`src/rtl/rx_frame_sequencer_if.sv`:
```
// rx_frame_sequencer_if: bit-in / octet-out bundle for the receive frame sequencer.
//   rx_en, bit_in, bit_valid, byte_ready        : driven by the demod/host/MAC side
//   byte_data, byte_valid, byte_last, frame_len,
//   frame_start, frame_done, frame_err,
//   err_code, fcs_ok, busy                      : driven by the sequencer
interface rx_frame_sequencer_if;
    logic       rx_en;
    logic       bit_in;
    logic       bit_valid;
    logic [7:0] byte_data;
    logic       byte_valid;
    logic       byte_ready;
    logic       byte_last;
    logic [6:0] frame_len;
    logic       frame_start;
    logic       frame_done;
    logic       frame_err;
    logic [1:0] err_code;
    logic       fcs_ok;
    logic       busy;

    // Environment side (demodulator, host, MAC)
    modport master (
        output rx_en, bit_in, bit_valid, byte_ready,
        input  byte_data, byte_valid, byte_last, frame_len,
               frame_start, frame_done, frame_err, err_code, fcs_ok, busy
    );

    // Sequencer side
    modport slave (
        input  rx_en, bit_in, bit_valid, byte_ready,
        output byte_data, byte_valid, byte_last, frame_len,
               frame_start, frame_done, frame_err, err_code, fcs_ok, busy
    );
endinterface

```
`src/rtl/rx_frame_sequencer.sv`:
```
// rx_frame_sequencer: hunts for the SFD, captures/validates the PHR length,
// delimits the PSDU (FCS included) and packs it LSB-first into octets.
// Ports:
//   clk, rst : clock, asynchronous active-high reset
//   bus      : rx_frame_sequencer_if.slave (bit input, octet valid/ready output,
//              frame_start/done/err pulses, err_code, frame_len, fcs_ok, busy)
// Optional build macro RX_FCS_CHECK_EN: adds a CRC-16 (x^16+x^12+x^5+1,
// LSB-first, init 0) over the PSDU; fcs_ok reports a zero remainder.
// Without it fcs_ok is simply 1 with frame_done.
module rx_frame_sequencer #(
    parameter int unsigned            SYNC_LEN     = 16,
    parameter logic [SYNC_LEN-1:0]    SYNC_WORD    = 16'hF398,
    parameter int unsigned            MIN_LEN      = 5,
    parameter int unsigned            MAX_LEN      = 127,
    parameter int unsigned            TIMEOUT_BITS = 1024
) (
    input  logic                 clk,
    input  logic                 rst,
    rx_frame_sequencer_if.slave  bus
);

    localparam int unsigned HCW = $clog2(TIMEOUT_BITS + 1);
    localparam int unsigned CW  = 10;

    typedef enum logic [1:0] {S_IDLE, S_HUNT, S_PHR, S_PSDU} state_t;

    state_t              state_q, state_d;
    logic [SYNC_LEN-1:0] sh_q, sh_d;
    logic [HCW-1:0]      hunt_q, hunt_d;
    logic [CW-1:0]       cnt_q, cnt_d;
    logic [7:0]          asm_q, asm_d;
    logic [7:0]          byte_data_q, byte_data_d;
    logic                byte_valid_q, byte_valid_d;
    logic                byte_last_q, byte_last_d;
    logic [6:0]          frame_len_q, frame_len_d;
    logic                start_q, start_d;
    logic                done_q, done_d;
    logic                err_q, err_d;
    logic [1:0]          err_code_q, err_code_d;
    logic                fcs_ok_q, fcs_ok_d;
    logic                busy_q, busy_d;

    // Shared per-bit conditions
    logic [SYNC_LEN-1:0] sh_shift;
    logic                sync_hit;
    logic                hunt_to;
    logic [7:0]          asm_shift;
    logic [6:0]          phr_len;
    logic                len_bad;
    logic                phr_end;
    logic [CW-1:0]       cnt_dec;
    logic                oct_done;
    logic                psdu_end;
    logic                ovf;
    logic                fcs_pass;

    assign sh_shift  = {sh_q[SYNC_LEN-2:0], bus.bit_in};
    assign sync_hit  = (sh_shift == SYNC_WORD);
    assign hunt_to   = (hunt_q == HCW'(TIMEOUT_BITS - 1));
    assign asm_shift = {bus.bit_in, asm_q[7:1]};
    assign phr_len   = asm_shift[6:0];
    assign len_bad   = (32'(phr_len) < MIN_LEN) || (32'(phr_len) > MAX_LEN);
    assign phr_end   = (cnt_q == CW'(7));
    assign cnt_dec   = cnt_q - CW'(1);
    assign oct_done  = (cnt_dec[2:0] == 3'd0);
    assign psdu_end  = (cnt_dec == CW'(0));
    assign ovf       = byte_valid_q && !bus.byte_ready;

`ifdef RX_FCS_CHECK_EN
    logic [15:0] crc_q, crc_d, crc_next;
    logic        crc_fb;

    // Reflected CRC-16/CCITT step; remainder over data+FCS is zero when intact
    assign crc_fb   = crc_q[0] ^ bus.bit_in;
    assign crc_next = {1'b0, crc_q[15:1]} ^ (crc_fb ? 16'h8408 : 16'h0000);
    assign fcs_pass = (crc_next == 16'h0000);

    always_comb begin
        crc_d = crc_q;
        if (bus.rx_en && bus.bit_valid) begin
            if (state_q == S_HUNT && sync_hit) begin
                crc_d = 16'h0000;
            end else if (state_q == S_PSDU) begin
                crc_d = crc_next;
            end
        end
    end

    always_ff @(posedge clk or posedge rst) begin
        if (rst) begin
            crc_q <= 16'h0000;
        end else begin
            crc_q <= crc_d;
        end
    end
`else
    assign fcs_pass = 1'b1;
`endif

    // State register
    always_ff @(posedge clk or posedge rst) begin
        if (rst) begin
            state_q <= S_IDLE;
        end else begin
            state_q <= state_d;
        end
    end

    // Next-state logic
    always_comb begin
        state_d = state_q;
        if (!bus.rx_en) begin
            state_d = S_IDLE;
        end else begin
            case (state_q)
                S_IDLE: state_d = S_HUNT;
                S_HUNT: if (bus.bit_valid && sync_hit) state_d = S_PHR;
                S_PHR:  if (bus.bit_valid && phr_end) state_d = len_bad ? S_HUNT : S_PSDU;
                S_PSDU: if (bus.bit_valid && oct_done && (ovf || psdu_end)) state_d = S_HUNT;
                default: state_d = S_IDLE;
            endcase
        end
    end

    // Datapath and output next values
    always_comb begin
        sh_d         = sh_q;
        hunt_d       = hunt_q;
        cnt_d        = cnt_q;
        asm_d        = asm_q;
        byte_data_d  = byte_data_q;
        byte_valid_d = byte_valid_q && !bus.byte_ready;
        byte_last_d  = byte_last_q;
        frame_len_d  = frame_len_q;
        start_d      = 1'b0;
        done_d       = 1'b0;
        err_d        = 1'b0;
        err_code_d   = err_code_q;
        fcs_ok_d     = 1'b0;
        busy_d       = (state_d == S_PHR) || (state_d == S_PSDU);

        if (!bus.rx_en) begin
            // Abort: drop any held octet silently, keep length and error code
            byte_valid_d = 1'b0;
            sh_d         = '0;
            hunt_d       = '0;
        end else begin
            case (state_q)
                S_IDLE: begin
                    sh_d   = '0;
                    hunt_d = '0;
                end
                S_HUNT: if (bus.bit_valid) begin
                    sh_d   = sh_shift;
                    hunt_d = hunt_q + HCW'(1);
                    // A match on the timeout bit wins over the timeout
                    if (sync_hit) begin
                        start_d    = 1'b1;
                        sh_d       = '0;
                        hunt_d     = '0;
                        cnt_d      = '0;
                        err_code_d = 2'b00;
                    end else if (hunt_to) begin
                        err_d      = 1'b1;
                        err_code_d = 2'b01;
                        sh_d       = '0;
                        hunt_d     = '0;
                    end
                end
                S_PHR: if (bus.bit_valid) begin
                    asm_d = asm_shift;
                    cnt_d = cnt_q + CW'(1);
                    if (phr_end) begin
                        frame_len_d = phr_len;
                        if (len_bad) begin
                            err_d      = 1'b1;
                            err_code_d = 2'b10;
                            cnt_d      = '0;
                        end else begin
                            cnt_d = {phr_len, 3'b000};
                        end
                    end
                end
                S_PSDU: if (bus.bit_valid) begin
                    asm_d = asm_shift;
                    cnt_d = cnt_dec;
                    if (oct_done) begin
                        if (ovf) begin
                            // Held octet stays presented; the new one is lost
                            err_d      = 1'b1;
                            err_code_d = 2'b11;
                            cnt_d      = '0;
                        end else begin
                            byte_data_d  = asm_shift;
                            byte_valid_d = 1'b1;
                            byte_last_d  = psdu_end;
                            if (psdu_end) begin
                                done_d   = 1'b1;
                                fcs_ok_d = fcs_pass;
                            end
                        end
                    end
                end
                default: ;
            endcase
        end
    end

    // Datapath and output registers
    always_ff @(posedge clk or posedge rst) begin
        if (rst) begin
            sh_q         <= '0;
            hunt_q       <= '0;
            cnt_q        <= '0;
            asm_q        <= '0;
            byte_data_q  <= '0;
            byte_valid_q <= 1'b0;
            byte_last_q  <= 1'b0;
            frame_len_q  <= '0;
            start_q      <= 1'b0;
            done_q       <= 1'b0;
            err_q        <= 1'b0;
            err_code_q   <= '0;
            fcs_ok_q     <= 1'b0;
            busy_q       <= 1'b0;
        end else begin
            sh_q         <= sh_d;
            hunt_q       <= hunt_d;
            cnt_q        <= cnt_d;
            asm_q        <= asm_d;
            byte_data_q  <= byte_data_d;
            byte_valid_q <= byte_valid_d;
            byte_last_q  <= byte_last_d;
            frame_len_q  <= frame_len_d;
            start_q      <= start_d;
            done_q       <= done_d;
            err_q        <= err_d;
            err_code_q   <= err_code_d;
            fcs_ok_q     <= fcs_ok_d;
            busy_q       <= busy_d;
        end
    end

    assign bus.byte_data   = byte_data_q;
    assign bus.byte_valid  = byte_valid_q;
    assign bus.byte_last   = byte_last_q;
    assign bus.frame_len   = frame_len_q;
    assign bus.frame_start = start_q;
    assign bus.frame_done  = done_q;
    assign bus.frame_err   = err_q;
    assign bus.err_code    = err_code_q;
    assign bus.fcs_ok      = fcs_ok_q;
    assign bus.busy        = busy_q;

endmodule

```
`src/flat_wrapper.sv`:
```
// flat-port wrapper written by rule: the top's interface ports become plain ports
module rx_frame_sequencer_flat 
#(
    parameter int unsigned            SYNC_LEN     = 16,
    parameter logic [SYNC_LEN-1:0]    SYNC_WORD    = 16'hF398,
    parameter int unsigned            MIN_LEN      = 5,
    parameter int unsigned            MAX_LEN      = 127,
    parameter int unsigned            TIMEOUT_BITS = 1024
)
  (clk, rst, bus_rx_en, bus_bit_in, bus_bit_valid, bus_byte_ready, bus_byte_data, bus_byte_valid, bus_byte_last, bus_frame_len, bus_frame_start, bus_frame_done, bus_frame_err, bus_err_code, bus_fcs_ok, bus_busy);
  rx_frame_sequencer_if bus_i ();
  input  logic clk;
  input  logic rst;
  input wire logic [$bits(bus_i.rx_en)-1:0] bus_rx_en;
  input wire logic [$bits(bus_i.bit_in)-1:0] bus_bit_in;
  input wire logic [$bits(bus_i.bit_valid)-1:0] bus_bit_valid;
  input wire logic [$bits(bus_i.byte_ready)-1:0] bus_byte_ready;
  output wire logic [$bits(bus_i.byte_data)-1:0] bus_byte_data;
  output wire logic [$bits(bus_i.byte_valid)-1:0] bus_byte_valid;
  output wire logic [$bits(bus_i.byte_last)-1:0] bus_byte_last;
  output wire logic [$bits(bus_i.frame_len)-1:0] bus_frame_len;
  output wire logic [$bits(bus_i.frame_start)-1:0] bus_frame_start;
  output wire logic [$bits(bus_i.frame_done)-1:0] bus_frame_done;
  output wire logic [$bits(bus_i.frame_err)-1:0] bus_frame_err;
  output wire logic [$bits(bus_i.err_code)-1:0] bus_err_code;
  output wire logic [$bits(bus_i.fcs_ok)-1:0] bus_fcs_ok;
  output wire logic [$bits(bus_i.busy)-1:0] bus_busy;
  assign bus_i.rx_en = bus_rx_en;
  assign bus_i.bit_in = bus_bit_in;
  assign bus_i.bit_valid = bus_bit_valid;
  assign bus_i.byte_ready = bus_byte_ready;
  assign bus_byte_data = bus_i.byte_data;
  assign bus_byte_valid = bus_i.byte_valid;
  assign bus_byte_last = bus_i.byte_last;
  assign bus_frame_len = bus_i.frame_len;
  assign bus_frame_start = bus_i.frame_start;
  assign bus_frame_done = bus_i.frame_done;
  assign bus_frame_err = bus_i.frame_err;
  assign bus_err_code = bus_i.err_code;
  assign bus_fcs_ok = bus_i.fcs_ok;
  assign bus_busy = bus_i.busy;
  rx_frame_sequencer #(.SYNC_LEN(SYNC_LEN), .SYNC_WORD(SYNC_WORD), .MIN_LEN(MIN_LEN), .MAX_LEN(MAX_LEN), .TIMEOUT_BITS(TIMEOUT_BITS)) u_core (.clk(clk), .rst(rst), .bus(bus_i));
endmodule
```
`config.mk`:
```
export PLATFORM = sky130hd
export DESIGN_NAME = rx_frame_sequencer_flat
export DESIGN_NICKNAME = d
export VERILOG_FILES = /design/src/rtl/rx_frame_sequencer_if.sv /design/src/rtl/rx_frame_sequencer.sv /design/src/flat_wrapper.sv
export SDC_FILE = /design/constraint.sdc
export NUM_CORES = 1
export LEC_CHECK = 0
export CELL_PAD_IN_SITES_DETAIL_PLACEMENT = 1
export CELL_PAD_IN_SITES_GLOBAL_PLACEMENT = 2
export CORE_UTILIZATION = 41
export DETAILED_ROUTE_END_ITERATION = 6
export GPL_TIMING_DRIVEN = 1
export PLACE_DENSITY = 0.92
export SETUP_SLACK_MARGIN = 0.1
export SYNTH_ARGS = -nofsm -noshare
export SYNTH_HDL_FRONTEND = slang
export SYNTH_SLANG_ARGS = --single-unit
```
`constraint.sdc`:
```
create_clock -name clk -period 6.3 [get_ports clk]
set_input_delay 0.63 -clock clk [delete_from_list [all_inputs] [get_ports clk]]
set_output_delay 0.63 -clock clk [all_outputs]
set_load 0.1 [all_outputs]
```
==> flow_summary.toml, run 1 <==
[global_route]
grt_pass1_vias = 2815
grt-ovfl-total = 0
grt_usage_pct = 20.9
grt_antenna_before_repair = 0
grt_max_degree = 69
grt_pass1_wl_mm = 14.5

[synth]
ys_seq_area_share_pct = 47.2
ys.flop_type = "dfrtp_1"
netlist_instances = 341
synthXorXnorAreaFrac_pct = 3.65
async_flop_share_pct = 100
synth_cell_types = 57
ys_ff_latch = 68
synthAdderAreaFrac_pct = 1.39
synth_mux_area_share_pct = 6.56
synthSimpleGateAreaFrac_pct = 18.4
avgSynthCellArea_sq_um = 10.6
synth_warnings = 0
synth_top_family_by_area = "simple AND/OR/NAND/NOR gates"
synth_edf_count = 0
synth_nets = 351
synth_compound_area_share_pct = 16.7
syn-cell-area_sq_mm = 0.00360

[power_and_ir_drop]
power_frac_clock_pct = 42.8
p_int_mw = 0.631
peakVddDrop_mv = 0.127
powerDensity_mw_per_mm2 = 208
p_seq_share_pct = 52.6
leakagePower_nw = 1.72
p_sw_share_pct = 24.8
pwr-share-comb_pct = 4.5
p_sw_mw = 0.208

[setup_path]
critPathMaxFanout = 13
critical_path_class = "reg -> reg"
cp-start-kind = "register"
critPathCaptureType = "register"
worstPathArrival_ns = 3.04
required_ns = 6.52

[route]
route.vias.total = 2748
first_pass_iters = 4
vias_per_cell = 5.88
drt_iter0_drc = 174
drc_errors = 0
highest_layer = "met4"
avgRoutedWirePerCell_um = 18.6
wl_met1_mm = 4.25
routed_wl_mm = 8.69
wl_met3_um = 266
met2_wirelength_mm = 4.03
ant_nets = 0

[clock_network]
htree_levels = 3
post_cts_buffers = 0
cts-resized-gates = 0
cts_buffer_depth = 2
clkSlewWorstSetupHoldPaths_ns = 0.07
cts_hold_buffers = 0
cts_sinks = 68
worstSkewPairLatency_ns = 0.34
root_buffer = "clkbuf_8"
cts_buffers = 9
cts_tree = "built"

[floorplan]
die_w_um = 95.7
core_area_sq_mm = 0.00834
rows = 33
die_y_um = 95.7
start_util_pct = 43.2
fp.dieArea_sq_mm = 0.00916
ioPinCount = 30

[layout]
nNetsFinal = 367
mostFrequentLayoutCell = "dfrtp_1"
area.growth.synth_to_final_pct = 12.1
num_antenna_cells = 0
layout_common_cells = "dfrtp_1, clkdlybuf4s50_1, nand2_1, nor2_1, mux2_2"
final_util_pct = 48.4
final_layout_size_suffix_gt1_share_pct = 13.5
fillers = 939

[sta]
hold_viol = 0
rsz0062_at_grt = "false"
fin_skew_ns = 0.0144
post-route-period-util_pct = 44.8
worst_slew_pin_slew_ns = 0.995
fmax_mhz = 355
slew_headroom_pct = 33.5
min_period_ns = 2.82
finalSetupTns_ns = 0
final-max-slew-violation-count = 0
setup_viol = 0

[status]
status = "finished clean"

[run]
maxCapViolations = 0

[placed_design]
hpwl_mm = 5.79
portBuffers = 29
routabilityCongestion = 0.790

[hold_path]
min_path_type = "reg -> reg"
## cells by family (layout without fill, tap and decap cells)
logic type / after synthesis / after routing
AO/OA/AOI/OAI: 84 / 84
XOR/XNOR: 15 / 15
adder cells (fa/ha/maj): 4 / 4
buffers and inverters: 34 / 55
flip-flops: 68 / 68
multiplexers: 21 / 21
AND/OR/NAND/NOR: 115 / 115
## cells in the mapped netlist (5+ instances only)
master | number | area, sq um
nand4_1 | 5 | 31.3
clkbuf_1 | 10 | 37.5
xor2_1 | 10 | 87.6
xnor2_1 | 5 | 43.8
a22o_1 | 16 | 140
a31oi_1 | 5 | 31.3
nor4_1 | 5 | 31.3
dfrtp_1 | 68 | 1700
a21oi_1 | 9 | 45.0
o21ai_0 | 16 | 80.1
nand3_1 | 12 | 60.1
nand2_1 | 21 | 78.8
mux2_2 | 21 | 236
o31ai_1 | 10 | 75.1
buf_6 | 7 | 78.8
nor2b_1 | 5 | 31.3
nor2_1 | 21 | 78.8
inv_1 | 9 | 33.8
nor3_1 | 13 | 65.1
## sequential cells by signal (all words and copies together), names as in the netlist, 2 cells and up
name / flops
u_core.asm_q: 7
u_core.bus.byte_data: 8
u_core.bus.err_code: 2
u_core.bus.frame_len: 7
u_core.cnt_q: 10
u_core.hunt_q: 11
u_core.sh_q: 15
u_core.state_q: 2
## final cells by class
| cell class | instances | area [sq um] | area share, % |
|---|---|---|---|
| sequential | 68 | 1700 | 42.1 |
| timing repair buffer | 30 | 298 | 7.38 |
| clock inverter | 6 | 63.8 | 1.58 |
| tap | 105 | 131 | 3.25 |
| inverter | 9 | 33.8 | 0.837 |
| multi-input combinational | 239 | 1680 | 41.6 |
| clock buffer | 10 | 128 | 3.16 |
## layer usage
layer / vias to the layer above / GRT usage (%)
met1: 1399 / 28.7
met2: 45 / 33.2
met5: - / 0
met3: 12 / 3.48
met4: 0 / 8.08
li1: 1292 / -
## worst paths after layout
| path | slack [ns] | startpoint | depth (start not counted) | endpoint |
|---|---|---|---|---|
| max | 3.48 | u_core.cnt_q[4]$_DFFE_PP0P_ | 4 | u_core.bus.frame_len[1]$_DFFE_PP0P_ |
| min | 0.49 | u_core.bus.frame_len[2]$_DFFE_PP0P_ | 2 | u_core.bus.frame_len[2]$_DFFE_PP0P_ |
| max reg2reg | 3.48 | u_core.cnt_q[4]$_DFFE_PP0P_ | 4 | u_core.bus.frame_len[1]$_DFFE_PP0P_ |
| min reg2reg | 0.49 | u_core.bus.frame_len[2]$_DFFE_PP0P_ | 2 | u_core.bus.frame_len[2]$_DFFE_PP0P_ |
| max in group asynchronous | 4.88 | rst | 3 | u_core.cnt_q[2]$_DFFE_PP0P_ |
| min in group asynchronous | 0.86 | rst | 3 | u_core.bus.frame_done$_DFF_PP0_ |
## critical path, cell delays in order (launching register included)
cell	delay [ns]
dfrtp_1	0.52
or4_4	0.64
nor4_4	0.62
nand3_1	0.50
mux2_2	0.41
## power groups by stage
stage	combinational (mW)	sequential, mW	clock (mW)
floorplan	0.0215	0.456	0
global placement	0.0372	0.451	0
detailed placement	0.0383	0.451	0
CTS	0.0387	0.442	0.371
global route	0.0420	0.443	0.382
finish	0.0379	0.442	0.360
## through the flow
step,cells,worst slack (ns),instance area (sq um),power (mW),hold slack [ns]
3_3_place_gp,451,3.19,3850,0.488,0.465
4_1_cts,467,3.44,4040,0.852,0.496
2_1_floorplan,341,3.89,3600,0.477,0.473
3_5_place_dp,451,3.12,3850,0.489,0.477
6_report,467,3.48,4040,0.840,0.486
5_1_grt,467,3.25,4040,0.867,0.528
Power figures use the tool's default switching activity.
==> run 2, diff against run 1 <==
--- a/config.mk
+++ b/config.mk
@@ -7,10 +7,10 @@
 export LEC_CHECK = 0
 export CELL_PAD_IN_SITES_DETAIL_PLACEMENT = 1
 export CELL_PAD_IN_SITES_GLOBAL_PLACEMENT = 2
-export CORE_UTILIZATION = 41
+export CORE_UTILIZATION = 34
 export DETAILED_ROUTE_END_ITERATION = 6
 export GPL_TIMING_DRIVEN = 1
-export PLACE_DENSITY = 0.92
+export PLACE_DENSITY = 0.82
 export SETUP_SLACK_MARGIN = 0.1
 export SYNTH_ARGS = -nofsm -noshare
 export SYNTH_HDL_FRONTEND = slang
==> constraint.sdc (replaced) <==
create_clock -name clk -period 2.4 [get_ports clk]
set_input_delay 0.24 -clock clk [delete_from_list [all_inputs] [get_ports clk]]
set_output_delay 0.24 -clock clk [all_outputs]
set_load 0.1 [all_outputs]
==> run 2 against run 1 <==
  * Largest power group unchanged
  * Critical endpoint is now u_core.bus.busy$_DFF_PP0_
  * Combinational power rose to 3.1 times the previous value
  * Hold slack worse by 0.20 ns
  * Wire length up 6.6%
  * Cell count up 12%
  * Global-route usage down 2.4 points
  * Die area up 20%
  * Utilization down 6.8 points
  * Design area up 5.9%
  * Critical path depth up 1
==> flow_summary.toml, run 2 (synthesis gave the netlist of run 1 again) <==
[layout]
fillers = 1200
seqCellArea_sq_mm = 0.00170
area.growth.synth_to_final_pct = 18.7
final_layout_size_suffix_gt1_share_pct = 25.7
nNetsFinal = 395
largest_registers = "u_core.sh_q (15), u_core.hunt_q (11), u_core.cnt_q (10)"
layout_common_cells = "dfrtp_1, buf_4, nand2_1, nor2_1, mux2_2"
top_register = "u_core.sh_q"
multi_input_area_sq_mm = 0.00168
num_antenna_cells = 0
largest_reg_flops = 15
mostFrequentLayoutCell = "dfrtp_1"

[global_route]
grt_usage_pct = 18.5
grt_antenna_before_repair = 0
grt-ovfl-total = 0
grt_pass1_wl_mm = 15.8
grt_max_degree = 69
grt_pass1_vias = 2979

[setup_path]
required_ns = 2.61
critPathMaxFanout = 6
critical_path_class = "reg -> reg"
worstPathArrival_ns = 2.41
cp_slowest_cell = "or4_1"
crit_path_cell_trace = "or4_1 -> nor2_1 -> a31oi_1 -> a311oi_2 -> a21oi_1"
critPathTopFamily = "simple AND/OR/NAND/NOR gates"
critPathCaptureType = "register"
critPathBufInv = 0
slowest_delay_ns = 0.62
cp-start-kind = "register"

[clock_network]
cts_sinks = 68
cts_buffer_depth = 2
clkSlewWorstSetupHoldPaths_ns = 0.07
worstSkewPairLatency_ns = 0.36
cts_buffers = 9
post_cts_buffers = 0
htree_levels = 3
root_buffer = "clkbuf_8"
cts_tree = "built"

[sta]
post-route-period-util_pct = 91.4
setup_slack_ns = 0.206
hold_viol = 0
fmax_mhz = 456
fin_skew_ns = 0.0118
final-max-slew-violation-count = 0
slew_headroom_pct = 56.6
rsz0062_at_grt = "false"
min_period_ns = 2.19
hold_ws_ns = 0.282
worst_slew_pin_slew_ns = 0.650
setup_viol = 0

[placed_design]
portBuffers = 29
hpwl_mm = 6.50
pre_cts_ws_ns = -0.0240
routabilityCongestion = 0.796

[route]
first_pass_iters = 4
vias_per_cell = 5.41
avgRoutedWirePerCell_um = 17.6
route.vias.total = 2839
drt_iter0_drc = 146
met2_wirelength_mm = 4.47
drc_errors = 0
wl_met1_mm = 4.29
highest_layer = "met4"
ant_nets = 0
routed_wl_mm = 9.27
wl_met3_um = 328

[floorplan]
start_util_pct = 35.0
die_w_um = 105
core_area_sq_mm = 0.0103
rows = 37
ioPinCount = 30
fp.dieArea_sq_mm = 0.0110
die_y_um = 105

[power_and_ir_drop]
p_int_mw = 1.75
leakagePower_nw = 1.92
pwr-share-comb_pct = 5.2
p_sw_mw = 0.505
peakVddDrop_mv = 0.271
p_sw_share_pct = 22.4
power_frac_clock_pct = 43.4
p_seq_share_pct = 51.4
powerDensity_mw_per_mm2 = 528

[status]
status = "finished clean"

[run]
maxCapViolations = 0

[hold_path]
min_path_type = "in -> async"
-- run 2: cell types whose count changed in the layout (fill, tap and decap cells not counted), sizes merged --
cell and change:
clkdlybuf4s50 -24, inv -1, clkinv -2, buf +52, clkinvlp -2, clkbuf +4
-- run 2: worst min-delay path, cell delays in order --
cell and delay [ns]:
clkdlybuf4s50_1 0.41, inv_2 0.07, buf_12 0.31
-- run 2: power by group through the flow --
stage	Clock [mW]	Combinational (mW)	Sequential, mW
2_1_floorplan	0	0.0563	1.20
3_3_place_gp	0	0.119	1.18
3_5_place_dp	0	0.120	1.18
4_1_cts	1.01	0.121	1.16
5_1_grt	1.05	0.132	1.16
6_report	0.980	0.118	1.16
-- run 2: final cells by class --
| cell class | instances | area share [%] |
|---|---|---|
| Clock buffer | 14 | 4.04 |
| Clock inverter | 1 | 0.702 |
| Inverter | 9 | 0.790 |
| Sequential cell | 68 | 39.8 |
| Multi-Input combinational cell | 239 | 39.3 |
| Timing Repair Buffer | 58 | 11.4 |
| Tap cell | 136 | 3.98 |
-- run 2: routing by layer --
| metal | up-vias | track usage [%] |
|---|---|---|
| met1 | 1444 | 25.2 |
| met5 | - | 0 |
| met3 | 15 | 4.24 |
| met4 | 0 | 6.84 |
| met2 | 36 | 28.7 |
| li1 | 1344 | - |
-- run 2: worst paths after layout --
check                                                     from                                   to  slack (ns)  cells after the start
max                                u_core.asm_q[7]$_DFFE_PP0P_            u_core.bus.busy$_DFF_PP0_        0.21                      5
min                                                        rst  u_core.bus.frame_len[4]$_DFFE_PP0P_        0.28                      3
max reg2reg                        u_core.asm_q[7]$_DFFE_PP0P_            u_core.bus.busy$_DFF_PP0_        0.21                      5
min reg2reg                u_core.bus.frame_len[2]$_DFFE_PP0P_  u_core.bus.frame_len[2]$_DFFE_PP0P_        0.50                      2
max in group asynchronous                                  rst          u_core.cnt_q[2]$_DFFE_PP0P_        1.82                      3
min in group clk           u_core.bus.frame_len[2]$_DFFE_PP0P_  u_core.bus.frame_len[2]$_DFFE_PP0P_        0.50                      2
-- run 2: repair_timing --
| item | CTS | global route |
|---|---|---|
| resized for setup | 0 | 1 |
| endpoints found under the setup margin | 0 | 3 |
| endpoints found under the hold margin | 0 | 0 |
| hold buffers | 0 | 0 |
-- run 2: through the flow --
step | total power, mW | instance area (sq um) | std cells | utilization, % | setup TNS (ns)
5_1_grt | 2.34 | 4280 | 525 | 41.6 | 0
2_1_floorplan | 1.25 | 3600 | 341 | - | 0
3_5_place_dp | 1.30 | 4070 | 510 | 39.6 | -0.223
6_report | 2.26 | 4280 | 525 | 41.6 | 0
3_3_place_gp | 1.30 | 4070 | 510 | 39.6 | 0
4_1_cts | 2.29 | 4280 | 525 | 41.6 | 0
==> run 3, diff against run 2 <==
--- a/config.mk
+++ b/config.mk
@@ -7,7 +7,9 @@
 export LEC_CHECK = 0
 export CELL_PAD_IN_SITES_DETAIL_PLACEMENT = 1
 export CELL_PAD_IN_SITES_GLOBAL_PLACEMENT = 2
+export CORE_MARGIN = 2
 export CORE_UTILIZATION = 34
+export CTS_CLUSTER_DIAMETER = 50
 export DETAILED_ROUTE_END_ITERATION = 6
 export GPL_TIMING_DRIVEN = 1
 export PLACE_DENSITY = 0.82
==> run 3 against run 2 <==
  * Utilization down 0.62 points
  * Wire length down 0.91%
  * Die area up 3.8%
  * Hold slack improved by 0.026 ns
  * Clock skew is 0.00065 ns lower
  * Global-route usage is 1.5 points lower
  * Sequential cell count stayed put
  * Non-clock buffer count shrank 1
  * Largest cell class unchanged
==> flow_summary.toml, run 3 (synthesis gave the netlist of run 1 again) <==
[status]
status = "finished clean"

[global_route]
grt_max_degree = 36
globalRouteMet2Util_pct = 27.3
grt_pass1_vias = 2977
grt_usage_pct = 17.0
use_met1_pct = 22.5
top_usage_layer = "met2"
met3_usage_pct = 3.65
grt_pass1_wl_mm = 15.1
grt_antenna_before_repair = 0
grt-ovfl-total = 0

[sta]
worst_slew_pin_slew_ns = 0.563
min_period_ns = 2.23
post-route-period-util_pct = 93.1
fin_skew_ns = 0.0111
setup_slack_ns = 0.166
slew_headroom_pct = 62.2
setup_viol = 0
rsz0062_at_grt = "true"
fmax_mhz = 448
hold_viol = 0
final-max-slew-violation-count = 0

[placed_design]
routabilityCongestion = 0.819
pre_cts_ws_ns = -0.0335
portBuffers = 29
place_area_sq_mm = 0.00405
hpwl_mm = 6.55

[floorplan]
fp.dieArea_sq_mm = 0.0114
ioPinCount = 30
die_w_um = 107
die_y_um = 107
start_util_pct = 34.9
core_area_sq_mm = 0.0103
rows = 37

[route]
vias_per_cell = 5.41
avgRoutedWirePerCell_um = 17.5
first_pass_iters = 4
routed_wl_mm = 9.18
ant_nets = 0
drt_iter0_drc = 133
drc_errors = 0
route.vias.total = 2838

[hold_path]
min_path_type = "in -> async"

[clock_network]
cts_buffers = 9
cts_hold_buffers = 0
post_cts_buffers = 0
cts_buffer_depth = 2
clkSlewWorstSetupHoldPaths_ns = 0.08
root_buffer = "clkbuf_8"
cts_tree = "built"
worstSkewPairLatency_ns = 0.36
htree_levels = 3
cts_sinks = 68

[setup_path]
slowest_delay_ns = 0.50
critPathMaxFanout = 12
reg2reg_depth = 6
required_ns = 2.68
critical_path_class = "reg -> reg"
cp_slowest_cell = "dfrtp_2"
startpoint = "u_core.cnt_q[2]$_DFFE_PP0P_"
critPathCaptureType = "register"
cp-endpoint = "u_core.bus.byte_last$_DFFE_PP0P_"
worstPathArrival_ns = 2.51
rr_endpoint = "u_core.bus.byte_last$_DFFE_PP0P_"
cp.depth = 6
reg2reg_setup_slack_ns = 0.17
cp-start-kind = "register"
critPathTopFamily = "simple AND/OR/NAND/NOR gates"
crit_path_cell_trace = "or3_1 -> nor4b_1 -> a211oi_1 -> nor4b_2 -> buf_4 -> o21bai_1"
critPathBufInv = 1
reg2reg_from = "u_core.cnt_q[2]$_DFFE_PP0P_"

[layout]
largest_reg_flops = 15
mostFrequentLayoutCell = "dfrtp_1"
layout_common_cells = "dfrtp_1, buf_4, nand2_1, nor2_1, mux2_2"
area.growth.synth_to_final_pct = 17.5
num_antenna_cells = 0
final_area_sq_mm = 0.00423
top_register = "u_core.sh_q"
fillers = 1158
final_util_pct = 41.0
final_layout_size_suffix_gt1_share_pct = 26.5
largest_registers = "u_core.sh_q (15), u_core.hunt_q (11), u_core.cnt_q (10)"
nNetsFinal = 394

[run]
maxCapViolations = 0

[power_and_ir_drop]
leakagePower_nw = 1.88
powerDensity_mw_per_mm2 = 501
peakVddDrop_mv = 0.289
run 3: cell types whose count changed in the layout (fill, tap and decap cells not counted), sizes merged:
cell and change:
bufinv -1, clkinv +3, clkinvlp +3, clkbuf -4
buf -1
run 3: metal layers:
metal | vias to the layer above | part of all wire (%)
met5 | - | 0
met4 | 0 | 2.3
met3 | 16 | 2.5
met2 | 35 | 48
met1 | 1441 | 47
li1 | 1346 | -
run 3: through the flow:
step                hold slack, ns  cells  setup TNS, ns  power, mW
floorplan                    0.373    341              0       1.25
global placement             0.466    509        -0.0284       1.30
detailed placement           0.478    509        -0.0417       1.30
CTS                          0.331    525              0       2.14
global route                 0.358    525              0       2.19
finish                       0.307    525              0       2.12
run 3: worst min-delay path by stage:
stage / endpoint / cells past startpoint
final: u_core.sh_q[2]$_DFFE_PP0P_ / 3
after global routing: u_core.sh_q[0]$_DFFE_PP0P_ / 3
after CTS: u_core.sh_q[0]$_DFFE_PP0P_ / 3
after detailed placement: u_core.bus.frame_len[2]$_DFFE_PP0P_ / 2
after global placement: u_core.bus.frame_len[2]$_DFFE_PP0P_ / 2
after floorplan: u_core.sh_q[0]$_DFFE_PP0P_ / 1
run 3: repair_timing:
item | in CTS | in global routing
setup endpoints to repair | 2 | 4
gates cloned | 0 | 0
gates resized for setup | 1 | 2
pin swaps | 0 | 1
run 3: power breakdown:
part           internal (mW)  leakage, nW  switching [mW]
sequential              1.15        0.925         0.00565
combinational         0.0378        0.881          0.0812
clock                  0.373       0.0783           0.473
run 3: worst reg2reg max path: stages, from the launching register on:
cell and delay [ns]:
dfrtp_2 0.50, or3_1 0.44, nor4b_1 0.35, a211oi_1 0.16, nor4b_2 0.43, buf_4 0.18
o21bai_1 0.10
run 3: cell type report:
cell class / instances / area (sq um) / share of cell area, %
Clock inverter: 6 / 41.3 / 0.976
Tap cell: 136 / 170 / 4.02
Sequential cell: 68 / 1700 / 40.2
Clock buffer: 10 / 128 / 3.02
Multi-Input combinational cell: 239 / 1690 / 39.9
Inverter: 9 / 33.8 / 0.798
Timing Repair Buffer: 57 / 465 / 11.0
